===== config.mk =====
export PLATFORM = sky130hd
export DESIGN_NAME = spi_bridge_sync
export DESIGN_NICKNAME = d
export VERILOG_FILES = /design/src/rtl/spi_pkg.sv /design/src/rtl/spi_sync_edge.sv /design/src/rtl/spi_bridge_sync.sv
export SDC_FILE = /design/constraint.sdc
export NUM_CORES = 1
export LEC_CHECK = 0
export ABC_AREA = 0
export CORE_MARGIN = 5
export CORE_UTILIZATION = 40
export CTS_CLUSTER_DIAMETER = 80
export DETAILED_ROUTE_END_ITERATION = 7
export GPL_TIMING_DRIVEN = 0
export PLACE_DENSITY = 0.67
export SKIP_LAST_GASP = 1
export SYNTH_ARGS = -nofsm -noshare
export SYNTH_HDL_FRONTEND = slang
export SYNTH_HIERARCHICAL = 1
export SYNTH_SLANG_ARGS = --single-unit

===== constraint.sdc =====
create_clock -name clk -period 2.15 [get_ports clk]
set_input_delay 0.3225 -clock clk [delete_from_list [all_inputs] [get_ports clk]]
set_output_delay 0.3225 -clock clk [all_outputs]
set_load 0.1 [all_outputs]

===== src/rtl/spi_pkg.sv =====
// Shared types and constants for the clk-domain SPI slave bridge.
// Modes are encoded as {cpol, cpha} pairs.
package spi_pkg;

   typedef enum logic [1:0] {
      IDLE = 2'd0,
      CMD  = 2'd1,
      DATA = 2'd2
   } state_t;

   typedef struct packed {
      logic cpol;
      logic cpha;
   } spi_mode_t;

   localparam spi_mode_t MODE0 = '{cpol: 1'b0, cpha: 1'b0};
   localparam spi_mode_t MODE1 = '{cpol: 1'b0, cpha: 1'b1};
   localparam spi_mode_t MODE2 = '{cpol: 1'b1, cpha: 1'b0};
   localparam spi_mode_t MODE3 = '{cpol: 1'b1, cpha: 1'b1};

   // The read/write flag is the MSB of the command word.
   localparam int RW_BIT_FROM_MSB = 0;

   function automatic int rw_bit(input int data_w);
      return data_w - 1 - RW_BIT_FROM_MSB;
   endfunction

endpackage


===== src/rtl/spi_sync_edge.sv =====
// Oversamples the asynchronous SPI pins into clk and turns sclk transitions
// into one-cycle sample/shift strobes plus chip-select edge strobes.
module spi_sync_edge #(
   parameter int SYNC_STAGES = 2,
   parameter bit CPOL        = 1'b0,
   parameter bit CPHA        = 1'b0
) (
   input  logic clk,
   input  logic rst,
   input  logic sclk,
   input  logic cs_n,
   input  logic mosi,
   output logic mosi_s,
   output logic sample_edge,
   output logic shift_edge,
   output logic cs_fall,
   output logic cs_rise
);
   import spi_pkg::*;

   logic [SYNC_STAGES-1:0] sclk_sr;
   logic [SYNC_STAGES-1:0] cs_sr;
   logic [SYNC_STAGES-1:0] mosi_sr;
   logic                   sclk_d;
   logic                   cs_d;
   logic [SYNC_STAGES:0]   flush_sr;
   logic                   armed;
   logic                   sclk_s;
   logic                   cs_n_s;
   logic                   leading;
   logic                   trailing;

   always_ff @(posedge clk) begin
      if (rst) begin
         sclk_sr  <= {SYNC_STAGES{CPOL}};
         cs_sr    <= '1;
         mosi_sr  <= '0;
         sclk_d   <= CPOL;
         cs_d     <= 1'b1;
         flush_sr <= '0;
         armed    <= 1'b0;
      end else begin
         sclk_sr  <= {sclk_sr[SYNC_STAGES-2:0], sclk};
         cs_sr    <= {cs_sr[SYNC_STAGES-2:0], cs_n};
         mosi_sr  <= {mosi_sr[SYNC_STAGES-2:0], mosi};
         sclk_d   <= sclk_s;
         cs_d     <= cs_n_s;
         flush_sr <= {flush_sr[SYNC_STAGES-1:0], 1'b1};
         // A frame may only start once cs_n has really been seen high after reset;
         // the idle values preloaded into the chain do not count.
         if (flush_sr[SYNC_STAGES] && cs_d && cs_n_s) armed <= 1'b1;
      end
   end

   assign sclk_s      = sclk_sr[SYNC_STAGES-1];
   assign cs_n_s      = cs_sr[SYNC_STAGES-1];
   assign mosi_s      = mosi_sr[SYNC_STAGES-1];

   assign leading     = (sclk_d == CPOL) && (sclk_s != CPOL);
   assign trailing    = (sclk_d != CPOL) && (sclk_s == CPOL);
   assign sample_edge = CPHA ? trailing : leading;
   assign shift_edge  = CPHA ? leading  : trailing;

   assign cs_fall     = armed && cs_d && !cs_n_s;
   assign cs_rise     = !cs_d && cs_n_s;

endmodule


===== src/rtl/spi_bridge_sync.sv =====
// SPI slave to register-file bridge: command word (rw + address) followed by
// a burst of data words with address auto-increment, all in the clk domain.
module spi_bridge_sync #(
   parameter int unsigned DATA_W      = 8,
   parameter int unsigned ADDR_W      = 6,
   parameter bit          CPOL        = 1'b0,
   parameter bit          CPHA        = 1'b0,
   parameter int          SYNC_STAGES = 2
) (
   input  logic              clk,
   input  logic              rst,
   input  logic              sclk,
   input  logic              cs_n,
   input  logic              mosi,
   output logic              miso,
   output logic              miso_oe,
   output logic              cmd_valid,
   output logic              cmd_rw,
   output logic [ADDR_W-1:0] reg_addr,
   output logic              wr_valid,
   output logic [DATA_W-1:0] wr_data,
   output logic              rd_req,
   input  logic [DATA_W-1:0] rd_data
);
   import spi_pkg::*;

   localparam int CNT_W  = $clog2(DATA_W);
   localparam int RW_BIT = rw_bit(DATA_W);

   state_t             state_q;
   state_t             state_d;
   logic [CNT_W-1:0]   bit_cnt;
   logic [DATA_W-2:0]  rx_sh;
   logic [DATA_W-1:0]  tx_sh;
   logic [DATA_W-1:0]  rx_word;
   logic               last_bit;
   logic               frame_clr;
   logic               sample_ok;
   logic               shift_ok;
   logic               mosi_s;
   logic               sample_edge;
   logic               shift_edge;
   logic               cs_fall;
   logic               cs_rise;

   spi_sync_edge #(
      .SYNC_STAGES (SYNC_STAGES),
      .CPOL        (CPOL),
      .CPHA        (CPHA)
   ) u_sync_edge (
      .clk         (clk),
      .rst         (rst),
      .sclk        (sclk),
      .cs_n        (cs_n),
      .mosi        (mosi),
      .mosi_s      (mosi_s),
      .sample_edge (sample_edge),
      .shift_edge  (shift_edge),
      .cs_fall     (cs_fall),
      .cs_rise     (cs_rise)
   );

   assign rx_word  = {rx_sh, mosi_s};
   assign last_bit = (bit_cnt == CNT_W'(DATA_W - 1));

   always_ff @(posedge clk) begin
      if (rst) state_q <= IDLE;
      else     state_q <= state_d;
   end

   always_comb begin
      // NOTE: every signal written here gets a default first, so no path infers a latch.
      state_d   = state_q;
      frame_clr = 1'b0;
      sample_ok = 1'b0;
      shift_ok  = 1'b0;
      unique case (state_q)
         IDLE: begin
            if (cs_fall) begin
               state_d   = CMD;
               frame_clr = 1'b1;
            end
         end
         CMD: begin
            // cs_n rising beats a coincident sample edge.
            if (cs_rise) begin
               state_d   = IDLE;
               frame_clr = 1'b1;
            end else if (sample_edge) begin
               sample_ok = 1'b1;
               if (last_bit) state_d = DATA;
            end
         end
         DATA: begin
            if (cs_rise) begin
               state_d   = IDLE;
               frame_clr = 1'b1;
            end else begin
               sample_ok = sample_edge;
               // The shift edge right after a word boundary only presents the freshly loaded MSB.
               shift_ok  = shift_edge && cmd_rw && (bit_cnt != '0);
            end
         end
         default: state_d = IDLE;
      endcase
   end

   always_ff @(posedge clk) begin
      if (rst) begin
         bit_cnt   <= '0;
         rx_sh     <= '0;
         tx_sh     <= '0;
         cmd_valid <= 1'b0;
         cmd_rw    <= 1'b0;
         reg_addr  <= '0;
         wr_valid  <= 1'b0;
         wr_data   <= '0;
         rd_req    <= 1'b0;
      end else begin
         // NOTE: sequential state uses non-blocking assignments so every register samples pre-edge values.
         cmd_valid <= 1'b0;
         wr_valid  <= 1'b0;
         rd_req    <= 1'b0;
         if (wr_valid) reg_addr <= reg_addr + ADDR_W'(1);
         if (rd_req)   tx_sh    <= rd_data;
         if (frame_clr) begin
            bit_cnt <= '0;
            rx_sh   <= '0;
            tx_sh   <= '0;
         end else if (sample_ok) begin
            rx_sh   <= rx_word[DATA_W-2:0];
            bit_cnt <= last_bit ? '0 : bit_cnt + CNT_W'(1);
            if (last_bit) begin
               if (state_q == CMD) begin
                  cmd_valid <= 1'b1;
                  cmd_rw    <= rx_word[RW_BIT];
                  reg_addr  <= rx_word[ADDR_W-1:0];
                  rd_req    <= rx_word[RW_BIT];
               end else if (cmd_rw) begin
                  reg_addr  <= reg_addr + ADDR_W'(1);
                  rd_req    <= 1'b1;
               end else begin
                  wr_valid  <= 1'b1;
                  wr_data   <= rx_word;
               end
            end
         end else if (shift_ok) begin
            tx_sh <= {tx_sh[DATA_W-2:0], 1'b0};
         end
      end
   end

   assign miso_oe = (state_q == DATA) && cmd_rw;
   assign miso    = miso_oe && tx_sh[DATA_W-1];

endmodule


# Word-level counts from Yosys, hierarchy flattened
# Cells that the tools add are included.
[word_totals]
register_bits = 50
inputBits = 13
out_inout_bits = 20
[classes]
addsub = 2
n_eq_ne = 7
n_mux = 30
n_bitwise = 7
n_reduce_logical = 22
[op_table]
columns = ["operator", "count"]
rows = [
  ["$mux W6", 6],
  ["$mux W8", 3],
  ["$mux W1", 12],
  ["$logic_and A1 B1 Y1", 11],
  ["$mux W2", 5],
  ["$reduce_and A4 Y1", 2],
  ["$not A1 Y1", 7],
  ["$add A6 B1 Y6 const B", 1],
  ["$ne A3 B3 Y1 const B", 2],
  ["$pmux W2 S3", 1],
  ["$reduce_and A5 Y1", 1],
  ["$reduce_or A5 Y1", 1],
  ["$ne A2 B2 Y1 const B", 2],
  ["$pmux W1 S2", 2],
  ["$reduce_or A2 Y1", 2],
  ["$reduce_or A4 Y1", 1],
  ["$add A3 B1 Y3 const B", 1],
  ["$eq A3 B3 Y1 const B", 1],
  ["$mux W3", 1],
  ["$reduce_bool A3 Y1", 1],
  ["$eq A2 B1 Y1 const B", 1],
  ["$eq A2 B2 Y1 const B", 1],
  ["$logic_not A1 Y1", 2],
  ["$logic_not A2 Y1", 1],
]

# Depth between registers and ports, before layout
# Gate-level depths: netlist of the first run.
[depth]
depth_word = 8
ltp_mapped = 8

# Hierarchy
# The synthesis of the first run kept the hierarchy.
[by_module_without_submodules]
columns = ["mod", "n_inst", "cells_per_inst", "area_each_um2", "seq_area_each_um2"]
rows = [
  ["spi_bridge_sync", 1, 205, 1834.3, 760.7],
  ["spi_sync_edge", 1, 31, 355.3, 240.2],
]

# Worst setup path before layout of the first run
# No wires, ideal clock.
[synth_timing]
kind = "reg2reg"
from = "reg cmd_rw"
to = "reg tx_sh[5]"
setup_time_ns = 0.137
arrival_ns = 2.678
setup_slack_ns = -0.665
path_stages_with_launch = 6
period_less_slack_ns = 2.815
path_cell_list = "dfxtp_1 and2_1 nand4_1 clkbuf_1 nor2_1 a211oi_1"
[synth_via]
elab_chain_len = 6
[synth_lines]
columns = ["item", "line_no", "text"]
rows = [
  ["from (decl)", "spi_bridge_sync.sv:18", "output logic cmd_rw,"],
  ["from (signal assigned)", "spi_bridge_sync.sv:136", "cmd_rw <= rx_word[RW_BIT];"],
  ["$logic_and A1 B1 Y1 (2 in a row)", "spi_bridge_sync.sv:101", "shift_ok = shift_edge && cmd_rw && (bit_cnt != '0);"],
  ["$mux W1", "spi_bridge_sync.sv:95", "if (cs_rise) begin"],
  ["$mux W1", "spi_bridge_sync.sv:77", "unique case (state_q)"],
  ["$mux W8", "spi_bridge_sync.sv:147", "end else if (shift_ok) begin"],
  ["$mux W8", "spi_bridge_sync.sv:130", "end else if (sample_ok) begin"],
  ["to (signal assigned)", "spi_bridge_sync.sv:125", "if (rd_req) tx_sh <= rd_data;"],
  ["to (signal assigned)", "spi_bridge_sync.sv:148", "tx_sh <= {tx_sh[DATA_W-2:0], 1'b0};"],
  ["to (decl)", "spi_bridge_sync.sv:34", "logic [DATA_W-1:0] tx_sh;"],
]
# No other way between the ends.
# A chain may end at the register's enable or synchronous reset.

# Worst setup path in the final report of the first run
[layout_timing]
from = "reg wr_data[2]"
to = "out wr_data[2]"
[layout_lines]
columns = ["item", "line_no", "text"]
rows = [
  ["from (decl)", "spi_bridge_sync.sv:21", "output logic [DATA_W-1:0] wr_data,"],
  ["from (signal assigned)", "spi_bridge_sync.sv:144", "wr_data <= rx_word;"],
]
# No word-level cell between the ends.

==> flow_summary.json, run 1 <==
{
  "hold_path_depth": 1,
  "gr-usage-all-layers_pct": 13.2,
  "critPathLaunch": "wr_data[2]$_SDFFE_PP0P_",
  "count_of_cells_along_the_worst_register_to_register_path": 7,
  "ir_drop_uv": 396,
  "worst_setup_path_start_kind": "flip-flop",
  "slew_viol_final": 0,
  "hold_class": "reg2reg",
  "synth.ff_latch_count": 50,
  "worstSetupPathType": "reg2out",
  "antenna_violating_nets_post_route": 0,
  "layout_common_cells": "49 x sky130_fd_sc_hd__dfxtp_1, 25 x sky130_fd_sc_hd__nor2_1, 22 x sky130_fd_sc_hd__nand2_1, 20 x sky130_fd_sc_hd__clkdlybuf4s50_1, 18 x sky130_fd_sc_hd__mux2i_1",
  "grt_pass1_wl_mm": 7.64,
  "path_max_fanout": 2,
  "grt_antenna_before_repair": 0,
  "area_delta_synth_final_pct": 25.2,
  "worst_skew_pair.late_latency_ps": 300,
  "syn_inst": 236,
  "hold-worst-slack_ps": 408,
  "drive_gt1_share_pct": 6.88,
  "rsz0062_at_grt": "no",
  "design.portCount": 33,
  "floorplan.initialDensity_pct": 40.5,
  "drt_wl_total_mm": 4.49,
  "synthesis.nets": 258,
  "first_iter_violations": 107,
  "clkSinkCount": 50,
  "cellPowerDensity_nw_per_um2": 710,
  "cpPeakStageDelay_ps": 1140,
  "grt_start_max_net_pins": 16,
  "route.detailed.vias_per_inst": 5.02,
  "rr_startpoint": "state_q[1]$_SDFFE_PP0P_",
  "timing.critical_path.required_ps": 1830,
  "path_cells": "clkdlybuf4s50_1",
  "timing.hold.worst_endpoint": "u_sync_edge/cs_sr[1]$_SDFF_PP1_",
  "cp_data_arrival_time_ps": 1780,
  "fin_worst_skew_ps": 7.28,
  "result_of_the_run": "completed",
  "mappedNetlistArea_sq_um": 2190,
  "core-area_sq_um": 5410,
  "dp_hpwl_mm": 3.24,
  "gpl.final_weighted_congestion": 0.825,
  "share_of_synthesized_area_occupied_by_flip_flops_and_latches_pct": 45.7,
  "total_power_mw": 1.95,
  "clock_pin_slew_reported_for_the_worst_setup_and_hold_paths_after_clock_tree_synthesis_ps": 90,
  "critPathCaptureType": "primary output",
  "worstMarginPinSlew_ps": 980,
  "path_delay_family": "buffers and inverters",
  "leakage_power_total_nw": 1.14,
  "synthDistinctLibCells": 42,
  "chipHeight_um": 84.0,
  "most_common_cell_after_layout_fill_and_taps_aside": "sky130_fd_sc_hd__dfxtp_1",
  "nNetsFinal": 297,
  "routedWlPerCell_um": 12.9,
  "ff2ff_setup_slack_ps": 180,
  "port_buffers": 32,
  "path_buf_inv": 1,
  "global_route.overflow_total": 0,
  "period_needed_ps": 2110,
  "fmax_ghz": 0.475,
  "cts_htree_levels": 2,
  "tritoncts": "built",
  "rows": 27,
  "route.vias.total": 1747,
  "cts.path.max_buffers": 2,
  "grt_pass1_vias": 1604,
  "drc_errors": 0,
  "drt_pass1_iterations": 4,
  "cts-hold-fix-buffers": 0,
  "die_width_um": 84.0,
  "synth_edf_count": 0,
  "postSynth.topFlopCell": "sky130_fd_sc_hd__dfxtp_1",
  "fp.dieArea_sq_um": 7050,
  "ys_async_sr_fraction_pct": 0,
  "cts-buffers-inserted": 5,
  "hold_path_startpoint": "u_sync_edge/cs_sr[0]$_SDFF_PP1_",
  "maxCapViolations": 0,
  "final_hold_viol_count": 0,
  "cp_slowest_cell": "sky130_fd_sc_hd__clkdlybuf4s50_1",
  "setup_violations": 0,
  "final_min_period_over_clock_period_pct": 98.0,
  "clock-root-buffer": "sky130_fd_sc_hd__clkbuf_8",
  "slew-limit-headroom_pct": 34.4,
  "synth_warnings": 6,
  "antenna_cells": 0,
  "crit_reg_reg_endpoint": "reg_addr[1]$_SDFF_PP0_",
  "syn_area_per_cell_sq_um": 9.28
}
-- cell families (layout without fill, tap and decap cells) --
| family | count (synthesis) | after routing | synth area share (%) |
|---|---|---|---|
| adder cells (fa/ha/maj) | 9 | 9 | 5.14 |
| buffers and inverters | 16 | 56 | 3.20 |
| XOR/XNOR | 6 | 6 | 2.40 |
| multiplexers | 18 | 18 | 8.23 |
| AND/OR/NAND/NOR | 91 | 91 | 21.0 |
| AO/OA/AOI/OAI | 46 | 46 | 14.3 |
| flip-flops | 50 | 50 | 45.7 |
-- Yosys cell counts (3+ instances only) --
| master | number | area, sq um |
|---|---|---|
| sky130_fd_sc_hd__o21ai_0 | 3 | 15.0 |
| sky130_fd_sc_hd__nor2b_1 | 12 | 75.1 |
| sky130_fd_sc_hd__or2_1 | 3 | 18.8 |
| sky130_fd_sc_hd__nand4_1 | 5 | 31.3 |
| sky130_fd_sc_hd__nor3_1 | 5 | 25.0 |
| sky130_fd_sc_hd__mux2i_1 | 18 | 180 |
| sky130_fd_sc_hd__ha_1 | 9 | 113 |
| sky130_fd_sc_hd__nor2_1 | 25 | 93.8 |
| sky130_fd_sc_hd__a22oi_1 | 5 | 37.5 |
| sky130_fd_sc_hd__clkbuf_1 | 8 | 30.0 |
| sky130_fd_sc_hd__a211oi_1 | 9 | 67.6 |
| sky130_fd_sc_hd__nand3_1 | 4 | 20.0 |
| sky130_fd_sc_hd__xor2_1 | 4 | 35.0 |
| sky130_fd_sc_hd__a21oi_1 | 15 | 75.1 |
| sky130_fd_sc_hd__inv_1 | 5 | 18.8 |
| sky130_fd_sc_hd__nand2_1 | 22 | 82.6 |
| sky130_fd_sc_hd__dfxtp_1 | 50 | 1000 |
-- sequential cells by signal, summed over array words and instances (netlist names) --
signal / count
tx_sh: 8
wr_data: 8
rx_sh: 7
reg_addr: 6
bit_cnt: 3
u_sync_edge/flush_sr: 3
state_q: 2
u_sync_edge/cs_sr: 2
u_sync_edge/mosi_sr: 2
u_sync_edge/sclk_sr: 2
cmd_rw: 1
cmd_valid: 1
rd_req: 1
u_sync_edge/armed: 1
u_sync_edge/cs_d: 1
u_sync_edge/sclk_d: 1
wr_valid: 1
-- metrics by stage --
step | setup TNS [ps] | instances | util [%] | instance area (sq um) | setup slack (ps)
4_1_cts | -174 | 348 | 50.6 | 2740 | -174
3_3_place_gp | -197 | 340 | 48.1 | 2600 | -106
2_1_floorplan | 0 | 236 | - | 2190 | 45.9
3_5_place_dp | -211 | 340 | 48.1 | 2600 | -112
5_1_grt | 0 | 348 | 50.7 | 2740 | 1.88
6_report | 0 | 348 | 50.7 | 2740 | 43.0
-- layout make-up --
class	count	area, sq um
fill	540	2660
multi-input combinational	170	1120
sequential	50	1000
timing repair buffer	32	315
tap	72	90.1
clock buffer	6	82.6
clock inverter	2	60.1
buffer	11	52.6
inverter	5	18.8
-- power by group --
group	internal, mW	switching [mW]
clock network	0.496	0.308
registers	0.944	0.0139
logic	0.0808	0.105
-- how the worst max path moves through the flow --
stage                                      to  cells past startpoint
after floorplan           tx_sh[5]$_SDFF_PP0_                      5
after detailed placement              miso_oe                      4
after global placement                miso_oe                      4
final                              wr_data[2]                      1
after CTS                             miso_oe                      4
after global routing               wr_data[2]                      1
-- layer usage --
metal | routed length [um] | part of all wire (%) | global-route usage [%] | up-vias
li1 | - | - | - | 902
met1 | 2130 | 47 | 17.3 | 808
met2 | 2080 | 46 | 20.7 | 31
met3 | 205 | 4.6 | 3.55 | 6
met4 | 77 | 1.7 | 5.12 | 0
met5 | 0 | 0 | 0 | -
-- timing repair --
| action | 4_1_cts | 5_1_grt |
|---|---|---|
| setup endpoints to repair | 9 | 14 |
| setup buffers | 0 | 0 |
| gates resized for setup | 11 | 7 |
(Power assumes the default switching activity.)
==> inputs of run 2 (changes only) <==
- CORE_UTILIZATION: 40 -> 35
- PLACE_DENSITY: 0.67 -> 0.61
- TNS_END_PERCENT: default -> 50
==> run 2 against run 1 <==
  * Non-clock buffer count did not move
  * Global-route usage fell by 1.2 points
  * Worst setup slack got worse by 7.0 ps
  * First-iteration DRC count fell by 38%
  * Clock skew fell by 2.8 ps
  * Core utilization fell by 4.9 points
  * Via count rose by 0.11%
  * Flip-flop and latch count did not move
  * Sequential power barely moved
  * Final area barely moved
  * Routed wire length rose by 1.2%
  * Critical path type unchanged
  * Largest cell class unchanged
  * Largest power group unchanged
==> flow_summary.json, run 2 (same netlist as run 1, synthesis figures left out) <==
{
  "finalSetupTns_ps": 0,
  "first_iter_violations": 66,
  "biggestRegsByFlops": "tx_sh: 8 flops, wr_data: 8 flops, rx_sh: 7 flops",
  "route.detailed.vias_per_inst": 4.98,
  "cts.path.max_buffers": 2,
  "port_buffers": 32,
  "rsz0062_at_grt": "yes",
  "grt_antenna_before_repair": 0,
  "final_core_utilization_pct": 45.8,
  "clock_pin_slew_reported_for_the_worst_setup_and_hold_paths_after_clock_tree_synthesis_ps": 90,
  "clkSinkCount": 50,
  "final_hold_viol_count": 0,
  "routedWlPerCell_um": 13.0,
  "drt_pass1_iterations": 4,
  "setup_violations": 0,
  "hold-worst-slack_ps": 412,
  "path_delay_family": "buffers and inverters",
  "design.portCount": 33,
  "ir_drop_uv": 380,
  "grt_start_max_net_pins": 17,
  "design_area_sq_um": 2740,
  "gr-usage-all-layers_pct": 12.0,
  "grt_pass1_vias": 1529,
  "most_common_cell_after_layout_fill_and_taps_aside": "sky130_fd_sc_hd__dfxtp_1",
  "route.vias.total": 1749,
  "number_of_setup_buffers_added_after_cts": 0,
  "nNetsFinal": 297,
  "tritoncts": "built",
  "period_needed_ps": 2110,
  "drive_gt1_share_pct": 6.88,
  "placed_area_sq_um": 2610,
  "path_cells": "clkdlybuf4s50_1",
  "total_power_mw": 1.84,
  "worst_setup_path_start_kind": "flip-flop",
  "path_max_fanout": 2,
  "fmax_ghz": 0.473,
  "cp_data_arrival_time_ps": 1790,
  "layout_common_cells": "49 x sky130_fd_sc_hd__dfxtp_1, 25 x sky130_fd_sc_hd__nor2_1, 22 x sky130_fd_sc_hd__nand2_1, 20 x sky130_fd_sc_hd__clkdlybuf4s50_1, 18 x sky130_fd_sc_hd__mux2i_1",
  "cts_htree_levels": 2,
  "die_width_um": 89.1,
  "slew_viol_final": 0,
  "drc_errors": 0,
  "cellPowerDensity_nw_per_um2": 671,
  "gpl.final_weighted_congestion": 0.788,
  "floorplan.initialDensity_pct": 36.5,
  "slew-limit-headroom_pct": 34.7,
  "grt_pass1_wl_mm": 7.32,
  "fp.dieArea_sq_um": 7940,
  "result_of_the_run": "completed",
  "worst_skew_pair.late_latency_ps": 300,
  "maxCapViolations": 0,
  "critPathCaptureType": "primary output",
  "leakage_power_total_nw": 1.20,
  "cpPeakStageDelay_ps": 1140,
  "finish.cell_count_without_fillers": 351,
  "n_fill_cell": 576,
  "area_delta_synth_final_pct": 25.3,
  "placedCellCount": 343,
  "dp_hpwl_mm": 3.26,
  "antenna_violating_nets_post_route": 0,
  "post-route-worst-setup-slack_ps": 36.0,
  "final_min_period_over_clock_period_pct": 98.3,
  "drt_wl_total_mm": 4.55,
  "fin_worst_skew_ps": 4.43,
  "chipHeight_um": 89.1,
  "cp_slowest_cell": "sky130_fd_sc_hd__clkdlybuf4s50_1",
  "hold_class": "reg2reg",
  "cts-buffers-inserted": 5,
  "placement.setup.worst_slack_ps": -86.4,
  "path_buf_inv": 1,
  "rows": 28,
  "antenna_cells": 0,
  "worstMarginPinSlew_ps": 977,
  "core-area_sq_um": 5990,
  "global_route.overflow_total": 0,
  "timing.critical_path.required_ps": 1830,
  "worstSetupPathType": "reg2out",
  "clock-root-buffer": "sky130_fd_sc_hd__clkbuf_8"
}
==> run 2: cell count changes in the layout (fill, tap and decap cells not counted) <==
cell and change:
sky130_fd_sc_hd__inv_6 +1, sky130_fd_sc_hd__dlygate4sd2_1 -5, sky130_fd_sc_hd__bufinv_16 -1, sky130_fd_sc_hd__dlymetal6s2s_1 +5
==> run 2: final timing paths <==
| kind | from | endpoint | slack (ps) | cells after the start |
|---|---|---|---|---|
| max reg2reg | state_q[0]$_SDFFE_PP0P_ | tx_sh[6]$_SDFF_PP0_ | 200 | 7 |
| min reg2reg | u_sync_edge/cs_sr[0]$_SDFF_PP1_ | u_sync_edge/cs_sr[1]$_SDFF_PP1_ | 410 | 1 |
| max | wr_data[7]$_SDFFE_PP0P_ | wr_data[7] | 40 | 1 |
| min | u_sync_edge/cs_sr[0]$_SDFF_PP1_ | u_sync_edge/cs_sr[1]$_SDFF_PP1_ | 410 | 1 |
==> run 2: repair_timing <==
item,CTS,global route
hold buffers,0,0
resized for setup,6,12
pin swaps,0,0
endpoints found under the setup margin,9,22
==> run 2: power breakdown <==
group          switching (mW)  internal (mW)
clock network           0.314          0.383
registers              0.0136          0.944
logic                   0.106         0.0808
==> run 2: routing by layer <==
metal  track usage [%]  routed length (um)  part of all wire (%)  up-vias
met4              4.19                  47                   1.0        0
met3              4.79                 303                   6.7        7
met1              16.1                2200                    48      795
met5                 0                   0                     0        -
met2              17.3                2000                    44       41
li1                  -                   -                     -      906
==> run 2: layout make-up <==
class	count	area (sq um)	share of cell area, %
Buffer	11	52.6	1.92
Clock buffer	6	82.6	3.01
Clock inverter	2	38.8	1.41
Inverter	5	18.8	0.684
Multi-Input combinational cell	170	1120	40.8
Sequential cell	50	1000	36.5
Tap cell	75	93.8	3.42
Timing Repair Buffer	32	334	12.2
==> inputs of run 3 (changes only) <==
- CTS_CLUSTER_SIZE: default -> 10
- clock period: 2.15 -> 2.05 ns (I/O delays scaled with it)
==> run 3 against run 2 <==
  * The flow now finishes with violations (negative setup slack)
  * Sequential share of layout area rose by 0.58 points
  * Routed wire length down 1.3%
  * Clock-buffer cell count is 1 lower
  * Clock skew rose by 4.5 ps
  * Core utilization shrank 0.71 points
  * Clock power down 20%
  * Combinational power rose by 14%
==> flow_summary.json, run 3 (same netlist as run 1, synthesis figures left out) <==
{
  "result_of_the_run": "finished with violations",
  "failed_checks": "negative setup slack",
  "power.switching_fraction_pct": 25.3,
  "path_buf_inv": 1,
  "critPathLaunch": "wr_data[5]$_SDFFE_PP0P_",
  "fmax_ghz": 0.479,
  "drt_pass1_iterations": 4,
  "gr-usage-all-layers_pct": 12.1,
  "clock_power_share_pct": 31.4,
  "fin_worst_skew_ps": 8.97,
  "clkSinkCount": 50,
  "biggestRegsByFlops": "tx_sh: 8 flops, wr_data: 8 flops, rx_sh: 7 flops",
  "grt_pass1_wl_mm": 7.56,
  "cts_htree_levels": 2,
  "global_route.overflow_total": 0,
  "cpPeakStageDelay_ps": 1140,
  "antenna_cells": 0,
  "n_fill_cell": 579,
  "worstMarginPinSlew_ps": 969,
  "post-route-worst-setup-slack_ps": -39.4,
  "grt_pass1_vias": 1602,
  "setup_violations": 6,
  "cp_data_arrival_time_ps": 1780,
  "critPathCaptureType": "primary output",
  "routedWlPerCell_um": 12.8,
  "area_delta_synth_final_pct": 23.3,
  "cts.path.max_buffers": 2,
  "worstSetupPathType": "reg2out",
  "path_cells": "clkdlybuf4s50_1",
  "drt_wl_total_mm": 4.49,
  "final_core_utilization_pct": 45.1,
  "slew-limit-headroom_pct": 35.2,
  "rsz0062_at_grt": "yes",
  "port_buffers": 32,
  "final_min_period_over_clock_period_pct": 102,
  "worst_skew_pair.late_latency_ps": 300,
  "timing.critical_path.required_ps": 1740,
  "rr_startpoint": "state_q[1]$_SDFFE_PP0P_",
  "path_delay_family": "buffers and inverters",
  "hold_class": "reg2reg",
  "route.detailed.vias_per_inst": 4.93,
  "final_hold_viol_count": 0,
  "dp_hpwl_mm": 3.25,
  "floorplan.initialDensity_pct": 36.5,
  "fp.dieArea_sq_um": 7940,
  "slew_viol_final": 0,
  "finalSetupTns_ps": -184,
  "placement.setup.worst_slack_ps": -188,
  "worst_setup_path_start_kind": "flip-flop",
  "drive_gt1_share_pct": 6.91,
  "combPwrFrac_pct": 12.0,
  "most_common_cell_after_layout_fill_and_taps_aside": "sky130_fd_sc_hd__dfxtp_1",
  "maxCapViolations": 0,
  "leakage_power_total_nw": 1.12,
  "chipHeight_um": 89.1,
  "tritoncts": "built",
  "design.portCount": 33,
  "first_iter_violations": 78,
  "nNetsFinal": 297,
  "cts-buffers-inserted": 5,
  "layout_common_cells": "49 x sky130_fd_sc_hd__dfxtp_1, 25 x sky130_fd_sc_hd__nor2_1, 22 x sky130_fd_sc_hd__nand2_1, 19 x sky130_fd_sc_hd__clkdlybuf4s50_1, 18 x sky130_fd_sc_hd__mux2i_1",
  "power.switching_mw": 0.449,
  "cellPowerDensity_nw_per_um2": 657,
  "core-area_sq_um": 5990,
  "antenna_violating_nets_post_route": 0,
  "finish.cell_count_without_fillers": 350,
  "period_needed_ps": 2090,
  "grt_start_max_net_pins": 16,
  "placedCellCount": 343,
  "drc_errors": 0,
  "share_seq_of_total_power_pct": 56.6,
  "intPower_mw": 1.32,
  "cp_slowest_cell": "sky130_fd_sc_hd__clkdlybuf4s50_1",
  "rows": 28,
  "path_max_fanout": 2,
  "clock-root-buffer": "sky130_fd_sc_hd__clkbuf_8",
  "clock_pin_slew_reported_for_the_worst_setup_and_hold_paths_after_clock_tree_synthesis_ps": 90,
  "hold_path_startpoint": "u_sync_edge/cs_sr[0]$_SDFF_PP1_",
  "route.vias.total": 1724,
  "cts-hold-fix-buffers": 0,
  "die_width_um": 89.1,
  "gpl.final_weighted_congestion": 0.774,
  "ir_drop_uv": 292,
  "number_of_setup_buffers_added_after_cts": 0,
  "grt_antenna_before_repair": 0
}
run 3: layout make-up:
cell class | instances | area [sq um] | share of cell area, %
well taps | 75 | 93.8 | 3.48
flip-flops and latches | 50 | 1000 | 37.1
plain buffers | 11 | 55.1 | 2.04
clock buffers | 5 | 68.8 | 2.55
multi-input cells | 170 | 1130 | 42.0
clock inverters | 2 | 13.8 | 0.510
inverters | 5 | 18.8 | 0.695
repair buffers | 32 | 314 | 11.6
run 3: final timing paths:
kind	to	slack [ps]	cells after the start
min	u_sync_edge/cs_sr[1]$_SDFF_PP1_	410	1
min reg2reg	u_sync_edge/cs_sr[1]$_SDFF_PP1_	410	1
max	wr_data[5]	-40	1
max reg2reg	reg_addr[1]$_SDFF_PP0_	80	7
run 3: power groups by stage:
stage / clock network, mW / registers, mW / logic (mW)
6_report: 0.557 / 1.00 / 0.213
4_1_cts: 0.580 / 1.00 / 0.193
5_1_grt: 0.615 / 1.01 / 0.237
3_3_place_gp: 0 / 1.03 / 0.193
3_5_place_dp: 0 / 1.03 / 0.193
2_1_floorplan: 0 / 1.02 / 0.136
run 3: repair_timing:
item | 4_1_cts | 5_1_grt
resized for setup | 12 | 10
pin swaps | 0 | 2
cloned | 0 | 0
setup endpoints to repair | 20 | 30
run 3: per-stage QoR:
stage                     hold slack, ps  total power, mW  area [sq um]
after CTS                            412             1.78          2680
after global routing                 427             1.86          2700
after floorplan                      379             1.16          2190
final                                410             1.77          2700
after detailed placement             390             1.22          2610
after global placement               387             1.22          2610
run 3: routing by layer:
layer	up-vias	global-route usage [%]	wire (um)
met2	30	18.7	2000
met3	5	3.13	209
met4	0	4.06	46
li1	903	-	-
met5	-	0	0
met1	786	16.5	2230
